<file path="src/rtl/cpu_shift_pkg.sv">
// Shared constants for the shift/rotate datapath: widths, op codes and a bit-reverse helper
// used to run left shifts through the single right-shifting log shifter.
package cpu_shift_pkg;

  localparam int DATA_W = 32;
  localparam int CNT_W  = 5;

  localparam logic [2:0] OP_SHR  = 3'b000;
  localparam logic [2:0] OP_SHRA = 3'b001;
  localparam logic [2:0] OP_SHL  = 3'b010;
  localparam logic [2:0] OP_ROR  = 3'b011;
  localparam logic [2:0] OP_ROL  = 3'b100;

  function automatic logic [DATA_W-1:0] bit_rev(input logic [DATA_W-1:0] x);
    logic [DATA_W-1:0] r;
    for (int i = 0; i < DATA_W; i++) r[i] = x[DATA_W-1-i];
    return r;
  endfunction

endpackage

</file>
<file path="src/rtl/shift_core.sv">
// Combinational 5-stage log shifter. Left ops are bit-reversed around the right shifter so
// every op shares one set of stages; only the fill bits differ per op.
module shift_core
  import cpu_shift_pkg::*;
(
  input  logic [2:0]        i_op,
  input  logic [DATA_W-1:0] i_a,
  input  logic [CNT_W-1:0]  i_n,
  output logic [DATA_W-1:0] o_result,
  output logic              o_illegal
);

  logic              w_left;
  logic              w_rot;
  logic              w_arith;
  logic              w_legal;
  logic [DATA_W-1:0] w_x;
  logic [DATA_W-1:0] w_fill;
  logic [DATA_W-1:0] w_shifted;

  always_comb begin
    w_left  = 1'b0;
    w_rot   = 1'b0;
    w_arith = 1'b0;
    w_legal = 1'b1;
    case (i_op)
      OP_SHR:  ;
      OP_SHRA: w_arith = 1'b1;
      OP_SHL:  w_left  = 1'b1;
      OP_ROR:  w_rot   = 1'b1;
      OP_ROL:  begin w_left = 1'b1; w_rot = 1'b1; end
      default: w_legal = 1'b0;
    endcase
  end

  // Stage k shifts right by 2**k; fill is the wrapped low bits, sign copies, or zeros.
  always_comb begin
    w_fill = '0;
    w_x    = w_left ? bit_rev(i_a) : i_a;
    for (int k = 0; k < CNT_W; k++) begin
      if (i_n[k]) begin
        if (w_rot)
          w_fill = w_x << (DATA_W - (1 << k));
        else if (w_arith && i_a[DATA_W-1])
          w_fill = ~({DATA_W{1'b1}} >> (1 << k));
        else
          w_fill = '0;
        w_x = (w_x >> (1 << k)) | w_fill;
      end
    end
    w_shifted = w_left ? bit_rev(w_x) : w_x;
  end

  assign o_result  = w_legal ? w_shifted : i_a;
  assign o_illegal = !w_legal;

endmodule

</file>
<file path="src/rtl/shift_rotate_unit.sv">
// Two-stage pipelined shift/rotate unit with valid/ready handshake and full backpressure.
// Define SHIFT_FLAGS_EN to add registered out_zero/out_neg result flags.
module shift_rotate_unit
  import cpu_shift_pkg::*;
(
  input  logic              clk,
  input  logic              rst,
  input  logic              in_valid,
  output logic              in_ready,
  input  logic [2:0]        in_op,
  input  logic [DATA_W-1:0] in_a,
  input  logic [DATA_W-1:0] in_b,
  output logic              out_valid,
  input  logic              out_ready,
  output logic [DATA_W-1:0] out_result,
  output logic              out_illegal
`ifdef SHIFT_FLAGS_EN
  ,
  output logic              out_zero,
  output logic              out_neg
`endif
);

  logic              r_s1_valid;
  logic [2:0]        r_s1_op;
  logic [DATA_W-1:0] r_s1_a;
  logic [CNT_W-1:0]  r_s1_n;
  logic              r_s2_valid;
  logic [DATA_W-1:0] r_s2_result;
  logic              r_s2_illegal;

  logic              w_s1_adv;
  logic [DATA_W-1:0] w_result;
  logic              w_illegal;
  logic              w_unused_b;

  // Count bits above CNT_W are architecturally ignored.
  assign w_unused_b = ^in_b[DATA_W-1:CNT_W];

  assign w_s1_adv = !r_s2_valid || out_ready;
  assign in_ready = rst || !r_s1_valid || w_s1_adv;

  shift_core u_core (
    .i_op      (r_s1_op),
    .i_a       (r_s1_a),
    .i_n       (r_s1_n),
    .o_result  (w_result),
    .o_illegal (w_illegal)
  );

  always_ff @(posedge clk) begin
    if (!rst && in_ready && in_valid) begin
      r_s1_op <= in_op;
      r_s1_a  <= in_a;
      r_s1_n  <= in_b[CNT_W-1:0];
    end
  end

  always_ff @(posedge clk) begin
    if (rst) begin
      r_s1_valid   <= 1'b0;
      r_s2_valid   <= 1'b0;
      r_s2_result  <= '0;
      r_s2_illegal <= 1'b0;
    end else begin
      if (in_ready) r_s1_valid <= in_valid;
      if (w_s1_adv) begin
        r_s2_valid <= r_s1_valid;
        if (r_s1_valid) begin
          r_s2_result  <= w_result;
          r_s2_illegal <= w_illegal;
        end
      end
    end
  end

`ifdef SHIFT_FLAGS_EN
  logic r_s2_zero;
  logic r_s2_neg;

  always_ff @(posedge clk) begin
    if (rst) begin
      r_s2_zero <= 1'b0;
      r_s2_neg  <= 1'b0;
    end else if (w_s1_adv && r_s1_valid) begin
      r_s2_zero <= (w_result == '0);
      r_s2_neg  <= w_result[DATA_W-1];
    end
  end

  assign out_zero = r_s2_zero;
  assign out_neg  = r_s2_neg;
`endif

  assign out_valid   = r_s2_valid;
  assign out_result  = r_s2_result;
  assign out_illegal = r_s2_illegal;

endmodule

</file>
<file path="config.mk">
export PLATFORM = sky130hd
export DESIGN_NAME = shift_rotate_unit
export DESIGN_NICKNAME = d
export VERILOG_FILES = /design/src/rtl/cpu_shift_pkg.sv /design/src/rtl/shift_core.sv /design/src/rtl/shift_rotate_unit.sv
export SDC_FILE = /design/constraint.sdc
export NUM_CORES = 1
export LEC_CHECK = 0
export CORE_UTILIZATION = 46
export DETAILED_ROUTE_END_ITERATION = 12
export DONT_BUFFER_PORTS = 1
export PLACE_DENSITY = 0.73
export SLEW_MARGIN = 25
export SYNTH_ARGS = -nofsm -noshare
export SYNTH_HDL_FRONTEND = slang
export SYNTH_SLANG_ARGS = --single-unit
</file>
<file path="constraint.sdc">
create_clock -name clk -period 7.5 [get_ports clk]
set_clock_uncertainty 0.1 [all_clocks]
set_input_delay 1.5 -clock clk [delete_from_list [all_inputs] [get_ports clk]]
set_output_delay 1.5 -clock clk [all_outputs]
set_load 0.05 [all_outputs]
</file>
## After elaboration in Yosys (flattened, before gate mapping)

Cells that the tools add are included.

| cells by class | value |
|---|---|
| equality and inequality tests | 4 |
| muxes and demuxes | 27 |
| bitwise logic cells | 5 |
| reductions and logical operators | 15 |

Operator list:

| operator | count |
|---|---|
| $mux 32 | 23 |
| $or 16x32->32 | 1 |
| $or 24x32->32 | 1 |
| $or 28x32->32 | 1 |
| $or 30x32->32 | 1 |
| $or 31x32->32 | 1 |
| $eq 3x2->1 const B | 2 |
| $reduce_or 5->1 | 1 |
| $logic_not 1->1 | 4 |
| $mux 1 | 4 |
| $reduce_or 2->1 | 2 |
| $eq 3x1->1 const B | 1 |
| $eq 3x3->1 const B | 1 |
| $logic_and 1x1->1 | 3 |
| $logic_not 3->1 | 1 |
| $logic_or 1x1->1 | 3 |
| $reduce_and 2->1 | 1 |

| word-level totals | value |
|---|---|
| bits in registers | 75 |

## Logic depth before layout (Yosys ltp)

| depth | value |
|---|---|
| word-level depth | 26 |
| depth in mapped cells | 10 |
| depth with buffers taken out | 7 |

## Hierarchy

From an unflattened synthesis, not the netlist that was laid out.

| unflattened totals | value |
|---|---|
| cell total of the unflattened synthesis | 820 |
| area, all modules | 7095.6 µm² |

Modules (own cells, without submodules):

| module | times used | cells an instance | area each (µm²) |
|---|---|---|---|
| shift_core | 1 | 626 | 4295.4 |
| shift_rotate_unit | 1 | 194 | 2800.2 |

## Worst setup path after synthesis

No wires, ideal clock.

| timing path | value |
|---|---|
| path type | input to register |
| start | input rst |
| end | register r_s1_a[0] (enable) |
| library setup time | 451 ps |
| arrival time | 3811 ps |
| data required time | 6949 ps |
| slack | 3138 ps |
| stages | 3 |
| buffers on the path | 1 |
| cells stage by stage | clkbuf_1 -> nand2b_1 -> a21oi_1 |

| between the ends | value |
|---|---|
| cells in the longest elaborated chain, start to end | 4 |
| elaborated cells on any way between the ends | 5 |

RTL lines:

| element | line | source |
|---|---|---|
| start: declaration | shift_rotate_unit.sv:7 | `input logic rst,` |
| $logic_or 1x1->1 (2 in series) | shift_rotate_unit.sv:41 | `assign in_ready = rst \|\| !r_s1_valid \|\| w_s1_adv;` |
| $logic_and 1x1->1 * (2 in series) | shift_rotate_unit.sv:52 | `if (!rst && in_ready && in_valid) begin` |
| end signal: assignment | shift_rotate_unit.sv:54 | `r_s1_a <= in_a;` |
| end: declaration | shift_rotate_unit.sv:26 | `logic [DATA_W-1:0] r_s1_a;` |

Mark *: on every way between the ends. The rest lies on a longest branch, timed or not.
A chain may end at the register's enable or synchronous reset.

## Final worst setup path

| timing path | value |
|---|---|
| start | register r_s1_op[0] |
| end | register r_s2_result[6] (netlist: out_result[6]) |

| between the ends | value |
|---|---|
| cells in the longest elaborated chain, start to end | 19 |
| elaborated cells on any way between the ends | 41 |

RTL lines:

| element | line | source |
|---|---|---|
| start: declaration | shift_rotate_unit.sv:25 | `logic [2:0] r_s1_op;` |
| start signal: assignment | shift_rotate_unit.sv:53 | `r_s1_op <= in_op;` |
| $eq 3x2->1 / $eq 3x3->1 (equally long branches) | shift_core.sv:26 | `case (i_op)` |
| $reduce_or 2->1 (no line) | - |  |
| $mux 1 | shift_core.sv:26 |  |
| $mux 32 | shift_core.sv:42 | `if (w_rot)` |
| $mux 32 | shift_core.sv:41 | `if (i_n[k]) begin` |
| $or 31x32->32 | shift_core.sv:48 | `w_x = (w_x >> (1 << k)) \| w_fill;` |
| $mux 32 | shift_core.sv:41 |  |
| $or 30x32->32 | shift_core.sv:48 |  |
| (+3 left out) | - |  |
| $or 28x32->32 / $or 24x32->32 (equally long branches) | shift_core.sv:48 |  |
| $mux 32 | shift_core.sv:41 |  |
| $or 24x32->32 / $mux 32 (equally long branches) | shift_core.sv:48, shift_core.sv:42 |  |
| $mux 32 | shift_core.sv:41 |  |
| $or 16x32->32 | shift_core.sv:48 |  |
| $mux 32 | shift_core.sv:41 |  |
| $mux 32 | shift_core.sv:51 | `w_shifted = w_left ? bit_rev(w_x) : w_x;` |
| $mux 32 * | shift_core.sv:54 | `assign o_result = w_legal ? w_shifted : i_a;` |
| end signal: assignment | shift_rotate_unit.sv:70 | `r_s2_result <= w_result;` |
| end: declaration | shift_rotate_unit.sv:29 | `logic [DATA_W-1:0] r_s2_result;` |

Mark *: on every way between the ends. The rest lies on a longest branch, timed or not. The select of a mux whose other input is x is not followed.

==> flow_metrics.tcl <==
set metrics [dict create \
    critical_path_fanout_max 44 \
    whs_ns 0.454 \
    placedInstanceArea_um2 6190 \
    initial_core_util 0.480 \
    antenna_cells_inserted 0 \
    finalWirelength_mm 25.8 \
    final.setup.tns_ns 0 \
    arrival_ns 5.06 \
    cts_root_buf "clkbuf_16" \
    critPathCapture "out_result[6]$_SDFFE_PP0P_" \
    placeableCoreArea_um2 12800 \
    syn_avg_cell_area_um2 8.29 \
    clock_sink_count 75 \
    vdd_ir_drop_max_mv 0.172 \
    timing.fmax_mhz 205 \
    timing.slew.headroom 0.279 \
    ys_top_cells_by_area "edfxtp_1, dfxtp_1, a22oi_1, o21ai_0, a211oi_1" \
    primary_flip_flop_cell_chosen_by_synthesis_mapping "edfxtp_1" \
    worst_hold_path.num_cells 2 \
    drt_first_pass_iters 7 \
    h_tree_level_count 3 \
    slew_viol_final 0 \
    number_of_antenna_violations_at_the_first_check_in_global_routing 0 \
    via_count 6833 \
    routedWlPerCell_um 29.4 \
    synthArstFlopShare 0 \
    drive_gt1_frac 0.104 \
    tritoncts "done" \
    post_synth_instance_area_um2 6160 \
    flip_flop_and_latch_count_after_synthesis 75 \
    worst_pin_slew_ns 1.07 \
    maxCapViolCount 0 \
    cp-end-kind "register" \
    power_density_nw_per_um2 193 \
    most-common-layout-cells "o21ai_0, nand2_1, a22oi_1" \
    postCtsHoldBufs 0 \
    reg2reg_slack_ns 2.63 \
    p_leak_nw 2.17 \
    cts_buffers 9 \
    hold_violation_count_in_the_final_report 0 \
    first_pass_grt_wire_length_mm 38.1 \
    dp_hpwl_mm 19.0 \
    cts.path.max_buffers 2 \
    final_common_cell "o21ai_0" \
    yosys.cell_types.count 72 \
    path_clk_slew_ns 0.06 \
    startpoint_type "register" \
    synthCells 743 \
    setup_viol 0 \
    syn2layout_area_growth_pct 5.55 \
    io_buffer_count 0 \
    synth.net_count 814 \
    worst_skew_pair.late_latency_ns 0.35 \
    worst-endpoint-required_ns 7.69 \
    global_route.usage.total 0.366 \
    die-width_um 118 \
    design.final.nets 770 \
    grt_max_degree 76 \
    drc_errors 0 \
    critPathKind "reg -> reg" \
    synth_enable_flop_cells 40 \
    run_status "completed" \
    die-area_um2 13800 \
    postCtsSetupBuffers 0 \
    first_global_vias 6093 \
    grt_setup_unrepaired "false" \
    top_level_port_count 106 \
    floorplan.die.height_um 118 \
    path_category_of_the_worst_min_delay_check "reg -> reg" \
    r2r_end "out_result[6]$_SDFFE_PP0P_" \
    finalCritPeriodShare 0.650 \
    post-synth-top-area-fraction 0.195 \
    setup.worst_path.start "r_s1_op[0]$_DFFE_PP_" \
    postLayoutCellArea_um2 6500 \
    drtAntennaViolNets 0 \
    final_critical_period_ns 4.87 \
    reg2regPathDepth 8 \
    remaining_overflow_grt 0 \
    viasPerCell 7.80 \
    ys_warn_count 0 \
    reg2reg_from "r_s1_op[0]$_DFFE_PP_" \
    cell_taking_the_most_area_after_synthesis "edfxtp_1" \
    finalCoreUtilization 0.507 \
    seq_area_frac_synth 0.309 \
    report.power.total_mw 1.26 \
    rows 41 \
    num-fill-cells 1212 \
    postCtsResizedCells 0 \
    drt_iter0_markers 1114 \
    finalWeightedCongestion 1.07 \
]
-- how the worst min path moves through the flow --
stage / endpoint / slack (ns) / start
finish: out_valid$_SDFFE_PP0N_ / 0.45 / r_s1_valid$_SDFFE_PP0N_
global route: out_valid$_SDFFE_PP0N_ / 0.48 / r_s1_valid$_SDFFE_PP0N_
CTS: out_valid$_SDFFE_PP0N_ / 0.46 / r_s1_valid$_SDFFE_PP0N_
global placement: out_valid$_SDFFE_PP0N_ / 0.43 / r_s1_valid$_SDFFE_PP0N_
floorplan: out_valid$_SDFFE_PP0N_ / 0.39 / r_s1_valid$_SDFFE_PP0N_
detailed placement: out_valid$_SDFFE_PP0N_ / 0.45 / r_s1_valid$_SDFFE_PP0N_
-- synthesized netlist by cell type (14+ instances only) --
master,count
a221o_1,23
a211oi_1,41
edfxtp_1,40
nor2_1,59
dfxtp_1,35
clkbuf_1,44
nor3_1,14
a21oi_1,25
a22oi_1,59
nand2b_1,32
o22ai_1,15
o21ai_0,74
a31oi_1,14
nand4_1,15
nand2_1,65
-- through the flow --
stage | setup WS (ns) | instances
after floorplan | 3.14 | 743
after global placement | 3.13 | 860
after detailed placement | 3.09 | 860
after CTS | 3.04 | 876
after global routing | 2.65 | 876
final | 2.63 | 876
-- per-layer routing --
layer | up-vias | part of all wire | global-route usage | routed length [um]
met5 | - | 0 | 0 | 0
met4 | 0 | 0.071 | 0.211 | 1820
met3 | 119 | 0.11 | 0.0615 | 2940
met2 | 542 | 0.43 | 0.560 | 11000
met1 | 3287 | 0.39 | 0.488 | 9980
li1 | 2885 | - | - | -
-- final cells by class --
class / count / area (um2) / share of cell area
multi-input cells: 594 / 3950 / 0.609
flip-flops and latches: 75 / 1900 / 0.293
clock buffers: 9 / 225 / 0.0347
well taps: 172 / 215 / 0.0331
repair buffers: 13 / 97.6 / 0.0150
clock inverters: 7 / 81.3 / 0.0125
inverters: 6 / 22.5 / 0.00347
-- critical path: stages (launching register included) --
cell      delay, ns
edfxtp_1       0.32
buf_4          0.41
clkinv_1       0.96
nand2_1        0.67
o311ai_0       0.24
a221oi_1       0.89
o32ai_1        0.19
a211oi_1       0.75
a221o_1        0.27
-- sequential cells by signal, summed over array words and instances (netlist names) --
name and cells:
r_s1_valid 1, r_s1_op 3, out_valid 1, r_s1_n 5
r_s1_a 32, out_illegal 1, out_result 32
-- power breakdown --
group / switching (mW) / total, mW / internal (mW)
Sequential: 0.0684 / 0.524 / 0.456
Clock: 0.192 / 0.455 / 0.263
Combinational: 0.190 / 0.278 / 0.0878
Total: 0.450 / 1.26 / 0.807
-- logic make-up after synthesis --
| group | after synthesis | share of synthesized area |
|---|---|---|
| xor gates and xnor gates | 2 | 0.00712 |
| DFF | 75 | 0.309 |
| AOI/OAI and AO/OA | 330 | 0.388 |
| buffers and inverters | 74 | 0.0543 |
| and+or+nand+nor | 245 | 0.196 |
| muxes | 17 | 0.0461 |
No activity file was read; power rests on OpenSTA's default activity.
